[config.mk]
export PLATFORM = sky130hd
export DESIGN_NAME = stream_pkt_rr_arbiter
export DESIGN_NICKNAME = d
export VERILOG_FILES = /design/src/rtl/stream_arb_pkg.sv /design/src/rtl/rr_first_valid.sv /design/src/rtl/stream_pkt_rr_arbiter.sv
export SDC_FILE = /design/constraint.sdc
export NUM_CORES = 1
export LEC_CHECK = 0
export CAP_MARGIN = 20
export CORE_UTILIZATION = 39
export CTS_CLUSTER_SIZE = 10
export DETAILED_ROUTE_END_ITERATION = 8
export PLACE_DENSITY = 0.84
export SETUP_SLACK_MARGIN = 0.1
export SYNTH_ARGS = -nofsm -noshare
export SYNTH_HDL_FRONTEND = slang
export SYNTH_SLANG_ARGS = --single-unit
[constraint.sdc]
create_clock -name clk_i -period 1.9 [get_ports clk_i]
set_input_delay 0.38 -clock clk_i [delete_from_list [all_inputs] [get_ports clk_i]]
set_output_delay 0.38 -clock clk_i [all_outputs]
set_load 0.01 [all_outputs]
[src/rtl/stream_arb_pkg.sv]
// Shared types and helpers for the packet round-robin stream arbiter.
// Contents: arbiter state enum, modulo-N pointer increment.
// No logic of its own; imported by the arbiter top level.
package stream_arb_pkg;

   typedef enum logic {
      ARB  = 1'b0,
      HOLD = 1'b1
   } arb_state_e;

   // Increment a requester index, wrapping at n rather than at a power of two.
   function automatic int unsigned rr_next(input int unsigned idx, input int unsigned n);
      return (idx + 1 >= n) ? 0 : idx + 1;
   endfunction

endpackage

[src/rtl/rr_first_valid.sv]
// Rotating-priority encoder: first set req bit at or after ptr, modulo NumInp.
// Latency: combinational, zero cycles. No backpressure (pure function).
// Ports: req_i requests, ptr_i start index, idx_o winner (ptr_i when none), any_o any request.
module rr_first_valid #(
   parameter int unsigned NumInp   = 4,
   parameter int unsigned IdxWidth = (NumInp > 1) ? $clog2(NumInp) : 1
) (
   input  logic [NumInp-1:0]   req_i,
   input  logic [IdxWidth-1:0] ptr_i,
   output logic [IdxWidth-1:0] idx_o,
   output logic                any_o
);

   int unsigned cand;

   // Walk offsets from the farthest to the nearest so the candidate closest
   // to ptr_i is the last one written and therefore wins.
   always_comb begin
      idx_o = ptr_i;
      any_o = |req_i;
      cand  = 0;
      for (int k = int'(NumInp) - 1; k >= 0; k--) begin
         cand = 32'(ptr_i) + 32'(k);
         if (cand >= NumInp) begin
            cand = cand - NumInp;
         end
         if (req_i[IdxWidth'(cand)]) begin
            idx_o = IdxWidth'(cand);
         end
      end
   end

endmodule

[src/rtl/stream_pkt_rr_arbiter.sv]
// Round-robin arbiter merging NumInp valid/ready streams into one, packet-granular.
// Latency: combinational select, zero cycles input to output; no data registers.
// Backpressure: an offered beat locks the grant until accepted; in PktMode the
// grant is also held until the last beat of the packet is accepted.
// Ports: inp_* per-requester valid/ready/data/last, oup_* merged stream plus
// oup_idx_o (selected requester), clk_i, rst_i (synchronous, active-high).
module stream_pkt_rr_arbiter
   import stream_arb_pkg::*;
#(
   parameter int unsigned NumInp   = 4,
   parameter type         T        = logic,
   parameter bit          PktMode  = 1'b1,
   parameter int unsigned IdxWidth = (NumInp > 1) ? $clog2(NumInp) : 1
) (
   input  logic                  clk_i,
   input  logic                  rst_i,
   input  logic [NumInp-1:0]     inp_valid_i,
   output logic [NumInp-1:0]     inp_ready_o,
   input  T     [NumInp-1:0]     inp_data_i,
   input  logic [NumInp-1:0]     inp_last_i,
   output logic                  oup_valid_o,
   input  logic                  oup_ready_i,
   output T                      oup_data_o,
   output logic                  oup_last_o,
   output logic [IdxWidth-1:0]   oup_idx_o
);

   arb_state_e          state_q, state_d;
   logic [IdxWidth-1:0] rr_q, rr_d;
   logic [IdxWidth-1:0] sel_q, sel_d;

   logic [IdxWidth-1:0] fv_idx;
   logic                fv_any;
   logic [IdxWidth-1:0] sel;
   logic                valid_raw;
   logic                last;
   logic                hs;
   logic                grant_en;

   rr_first_valid #(
      .NumInp   (NumInp),
      .IdxWidth (IdxWidth)
   ) u_first_valid (
      .req_i (inp_valid_i),
      .ptr_i (rr_q),
      .idx_o (fv_idx),
      .any_o (fv_any)
   );

   always_comb begin
      if (state_q == HOLD) begin
         sel       = sel_q;
         valid_raw = inp_valid_i[sel_q];
      end else begin
         // With no request fv_idx falls back to rr_q, which is what oup_idx_o shows.
         sel       = fv_idx;
         valid_raw = fv_any;
      end

      last = PktMode ? inp_last_i[sel] : 1'b1;
      hs   = valid_raw & oup_ready_i;

      // While locked, ready is presented even across a valid gap so the
      // locked requester sees a consistent ready; nobody else gets it.
      grant_en = (valid_raw | (state_q == HOLD)) & oup_ready_i & ~rst_i;
      for (int i = 0; i < int'(NumInp); i++) begin
         inp_ready_o[i] = grant_en & (sel == IdxWidth'(i));
      end

      oup_valid_o = valid_raw & ~rst_i;
      oup_idx_o   = rst_i ? '0 : sel;
      oup_data_o  = inp_data_i[sel];
      oup_last_o  = last;

      state_d = state_q;
      rr_d    = rr_q;
      sel_d   = sel_q;
      case (state_q)
         ARB: begin
            if (valid_raw) begin
               if (hs && last) begin
                  rr_d = IdxWidth'(rr_next(32'(sel), NumInp));
               end else begin
                  // Either mid-packet or stalled: lock onto this requester.
                  state_d = HOLD;
                  sel_d   = sel;
               end
            end
         end
         HOLD: begin
            if (hs && last) begin
               state_d = ARB;
               rr_d    = IdxWidth'(rr_next(32'(sel_q), NumInp));
            end
         end
         default: begin
            state_d = ARB;
         end
      endcase
   end

   always_ff @(posedge clk_i) begin
      if (rst_i) begin
         state_q <= ARB;
         rr_q    <= '0;
         sel_q   <= '0;
      end else begin
         state_q <= state_d;
         rr_q    <= rr_d;
         sel_q   <= sel_d;
      end
   end

   // An offered beat must not change until it is taken.
   a_oup_stable: assert property (@(posedge clk_i) disable iff (rst_i)
      (oup_valid_o && !oup_ready_i) |=>
         (oup_valid_o && $stable(oup_data_o) && $stable(oup_last_o) && $stable(oup_idx_o)));

   a_ready_onehot: assert property (@(posedge clk_i) $onehot0(inp_ready_o));

endmodule

==> results of run 1 <==
[logic make-up after synthesis]
kind of cell	Yosys count	synth area share
DFF	5	0.150
muxes	10	0.176
adders and majority gates	5	0.0936
buffers and inverters	9	0.0543
and+or+nand+nor	39	0.287
AOI/OAI and AO/OA	18	0.240
[synthesized netlist by cell type]
cell / instances
nor2_1: 11
nand2_1: 9
inv_1: 6
dfxtp_1: 5
ha_1: 5
mux2i_1: 5
and3_1: 4
nor3_1: 4
a21oi_1: 3
nand2b_1: 3
nor2b_1: 3
a211o_1: 2
a21boi_1: 2
and2_1: 2
buf_2: 2
mux2_1: 2
mux2_2: 2
o31a_1: 2
or2b_1: 2
a2111oi_2: 1
a211oi_1: 1
a21o_1: 1
a22oi_2: 1
a31oi_1: 1
clkbuf_1: 1
mux4_2: 1
nor4_1: 1
o21ai_0: 1
o221ai_4: 1
o22ai_1: 1
o41ai_1: 1
[through the flow]
stage	TNS [ns]	std cells	setup WS, ns
after floorplan	-0.135	86	-0.0277
after global placement	-11.90	151	-1.03
after detailed placement	-13.10	151	-1.13
after CTS	-4.43	175	-0.488
[routing by layer]
layer	track usage	overflow
met1	0.657	0
met2	0.836	0
met3	0.388	0
met4	0.669	2
met5	0	0
[what timing repair did]
item / 4_1_cts
resized for setup: 89
pin swaps: 13
setup endpoints to repair: 14
setup buffers: 21
==> metrics, run 1 <==
# H-tree levels 1; Err [ERROR GRT-0232] Routing congestion too high. Check the congestion heatmap in the GUI.; Clock Sinks 5; Mapped Area 668 um^2; DP Area ~1100 um^2; Starting Density 0.429; Hold-fix buffers, CTS 0; cell taking the most area after synthesis dfxtp_1; Tot GR Track Use 0.634; GPL Wtd Cong 0.881; status aborted with a tool error; Synth Register Bits 5; Gate Count Post-Synth 86; largest net degree at the start of global routing 9; CTS buffer count 3; grt repair worst endpoint oup_last_o; CTS Root Buffer Type clkbuf_4; Row Count 14; Synth top area share 0.150; Ys Warns 0; Die H roughly 43 um; Top Ports 24; HPWL after DPL 1.84 mm; Seq/Total Area, Yosys 0.150; synth top area cells dfxtp_1, ha_1, mux2i_1; CTS max path bufs 2; Failed at global routing; global route total overflow 2; die width roughly 43 um; Yosys cell types 31; PortBufs 23; Worst End Pin Type output port; Mean Syn Cell Area 7.77 um^2; syn_nets between 100 and 150
==> inputs of run 2 (changes only) <==
--- a/config.mk
+++ b/config.mk
@@ -6,11 +6,10 @@
 export NUM_CORES = 1
 export LEC_CHECK = 0
 export CAP_MARGIN = 20
-export CORE_UTILIZATION = 39
-export CTS_CLUSTER_SIZE = 10
+export CORE_AREA = 2 2 63 65
 export DETAILED_ROUTE_END_ITERATION = 8
-export PLACE_DENSITY = 0.84
-export SETUP_SLACK_MARGIN = 0.1
+export DIE_AREA = 0 0 65 67
+export PLACE_DENSITY_LB_ADDON = 0.15
 export SYNTH_ARGS = -nofsm -noshare
 export SYNTH_HDL_FRONTEND = slang
 export SYNTH_SLANG_ARGS = --single-unit
==> constraint.sdc (replaced) <==
create_clock -name clk_i -period 2.5 [get_ports clk_i]
set_input_delay 0.5 -clock clk_i [delete_from_list [all_inputs] [get_ports clk_i]]
set_output_delay 0.5 -clock clk_i [all_outputs]
set_load 0.01 [all_outputs]
==> run 2 against run 1 <==
Synthesized area stayed put; the run now ends clean; synthesized cell count unchanged.
==> metrics, run 2 <==
Reg clk slew, reported paths around 0.040 ns; Starting Density 0.185 (was 0.429); CTS buffer count 3 (unchanged); CP max FO 6; worst hold slack 0.503 ns; Antenna Nets Post-Route 0; GPL Wtd Cong 0.756 (was 0.881); Hold-fix buffers, CTS 0 (unchanged); DRT Pass-1 Iters 4; Top Ports 24 (unchanged); DRC viols 0; Clock Sinks 5 (unchanged); CTS Root Buffer Type clkbuf_8 (was clkbuf_4); Async SR Flop Fraction 0 (unchanged); most frequent cells in the layout buf_4, clkdlybuf4s50_1, nand2_1, nor2_1, buf_2; Switching Share 0.366; Die H 67 um (was 43.4 um); Mean Syn Cell Area 7.77 um^2 (unchanged); final critical-path share of the clock period 0.983; number of global-route vias before repair 763; global route total overflow 0; placed insts 178 (was 151); most common cell after layout, fill and taps aside buf_4; CTS tree built; Final min period roughly 2.5 ns; Ys Warns 0 (unchanged); # fillers 387; Row Count 22 (was 14); endpoints failing hold 0; Gate Count Post-Synth 86 (unchanged); fin. max-slew vios 0; biggest regs rr_q: 2 flops, sel_q: 2 flops, state_q: 1 flops; post-route cell area roughly 1200 um^2; worst-case reg-to-reg path depth 9; worst vdd ir 163 uV; Int Power 0.503 mW; final core utilization 0.339; Tot GR Track Use 0.105; count of nets after finishing 160; area delta synth->final 83.0%; Finished Layout Cells 187; Net Switching about 0.29 mW; status complete, no violations (was aborted with a tool error); Mapped Area 668 um^2 (unchanged); CP Capture Type primary output; cell taking the most area after synthesis dfxtp_1 (unchanged); worst hold stages 2; via/cell ratio 4.22; Seq/Total Area, Yosys 0.150 (unchanged); Synth top area share 0.150 (unchanged); RSZ-0062 raised after global routing true; syn_nets 106 (unchanged); endpoints failing setup 0; sequential cell fraction of total power 0.150; Worst slew margin 0.739; count leader, synth nor2_1 (unchanged); Hold Path Class register to register; via count 789; synth top area cells dfxtp_1, ha_1, mux2i_1 (unchanged); CP Data Required Time 2.00 ns; WP data arrival 1.96 ns; ANT cells 0; core footprint around 3600 um^2; Comb pwr share 0.659; DP Area 1120 um^2 (was 1150 um^2); share of layout cells above drive strength 1 0.432; detail-routed net length per standard cell ~12 um; DR iter-0 viols 42; Pwr Density between 600 and 700 nW/um^2; Post-synth EDFFs 0 (unchanged); Max-Cap Viols 0; Clock Power Share 0.191; Clock Skew 0.00232 ns; Peak Freq 407 MHz; Synth Register Bits 5 (unchanged); die width 65 um (was 43.4 um); initial antenna violation count 0; Final Total Pwr 0.793 mW; top_reg_cell synth dfxtp_1 (unchanged); first-pass GRT wire length around 3.4 mm; Post-Route WL 2.18 mm; Slew @ Worst Pin 0.381 ns; clk_lat worst skew ~0.22 ns; total die area 4360 um^2; Pleak 0.596 nW; largest net degree at the start of global routing 9; CTS max path bufs 2 (unchanged); Yosys cell types 31 (unchanged); # H-tree levels 1 (unchanged); top cells by count, synth nor2_1, nand2_1, inv_1 (unchanged); CP Class input pin to primary output; HPWL after DPL 1.81 mm (was 1.84 mm); critical path launch point type input pin; PortBufs 23 (unchanged)
[run 2: critical path, stage by stage]
cell      delay, ns
buf_8          0.08
or2b_1         0.25
a211o_1        0.30
o221ai_4       0.10
buf_6          0.15
mux2_4         0.29
nor2_1         0.10
a21oi_1        0.04
buf_2          0.14
[run 2: per-stage QoR]
stage               setup WS [ns]  TNS [ns]
floorplan                   0.243         0
global placement           -0.738     -8.59
detailed placement         -0.750     -8.69
CTS                     0.0000253         0
global route              -0.0284   -0.0398
finish                     0.0415         0
[run 2: cell type report]
type / count / area [um^2] / share of cell area
multi-input cells: 72 / 573 / 0.469
clock inverters: 1 / 5.00 / 0.00409
clock buffers: 3 / 41.3 / 0.0338
inverters: 6 / 22.5 / 0.0184
flip-flops and latches: 5 / 101 / 0.0829
well taps: 48 / 60.1 / 0.0491
repair buffers: 52 / 419 / 0.343
[run 2: power groups by stage]
stage | clock network (mW) | registers (mW) | logic [mW]
final | 0.151 | 0.119 | 0.522
after global routing | 0.164 | 0.122 | 0.575
after CTS | 0.155 | 0.119 | 0.522
after detailed placement | 0 | 0.117 | 0.482
after global placement | 0 | 0.117 | 0.482
after floorplan | 0 | 0.110 | 0.249
[run 2: path summary, 6_finish.rpt]
kind | startpoint | to | slack (ns)
max | inp_valid_i[0] | oup_last_o | 0.04
min reg2reg | rr_q[0] | rr_q[0] | 0.50
min | rr_q[0] | rr_q[0] | 0.50
max reg2reg | rr_q[0] | sel_q[1] | 0.16
[run 2: cells by family after synthesis]
kind of cell	Yosys count	share of synthesized area
compound gates	18	0.240
flops	5	0.150
fa+ha+maj	5	0.0936
mux	10	0.176
simple gates	39	0.287
buf+inv	9	0.0543
[run 2: routing by layer]
metal	track usage	wire (um)	up-vias
met5	0	0	-
met4	0.0479	38	0
met3	0.0186	76	5
met2	0.184	1120	11
met1	0.124	947	360
li1	-	-	413
[run 2: what timing repair did]
action | CTS | global route
endpoints found under the hold margin | 0 | 0
buffers inserted | 5 | 1
endpoints found under the setup margin | 14 | 10
pin swaps | 7 | 4
resized for setup | 55 | 8
Power figures use the tool's default switching activity.
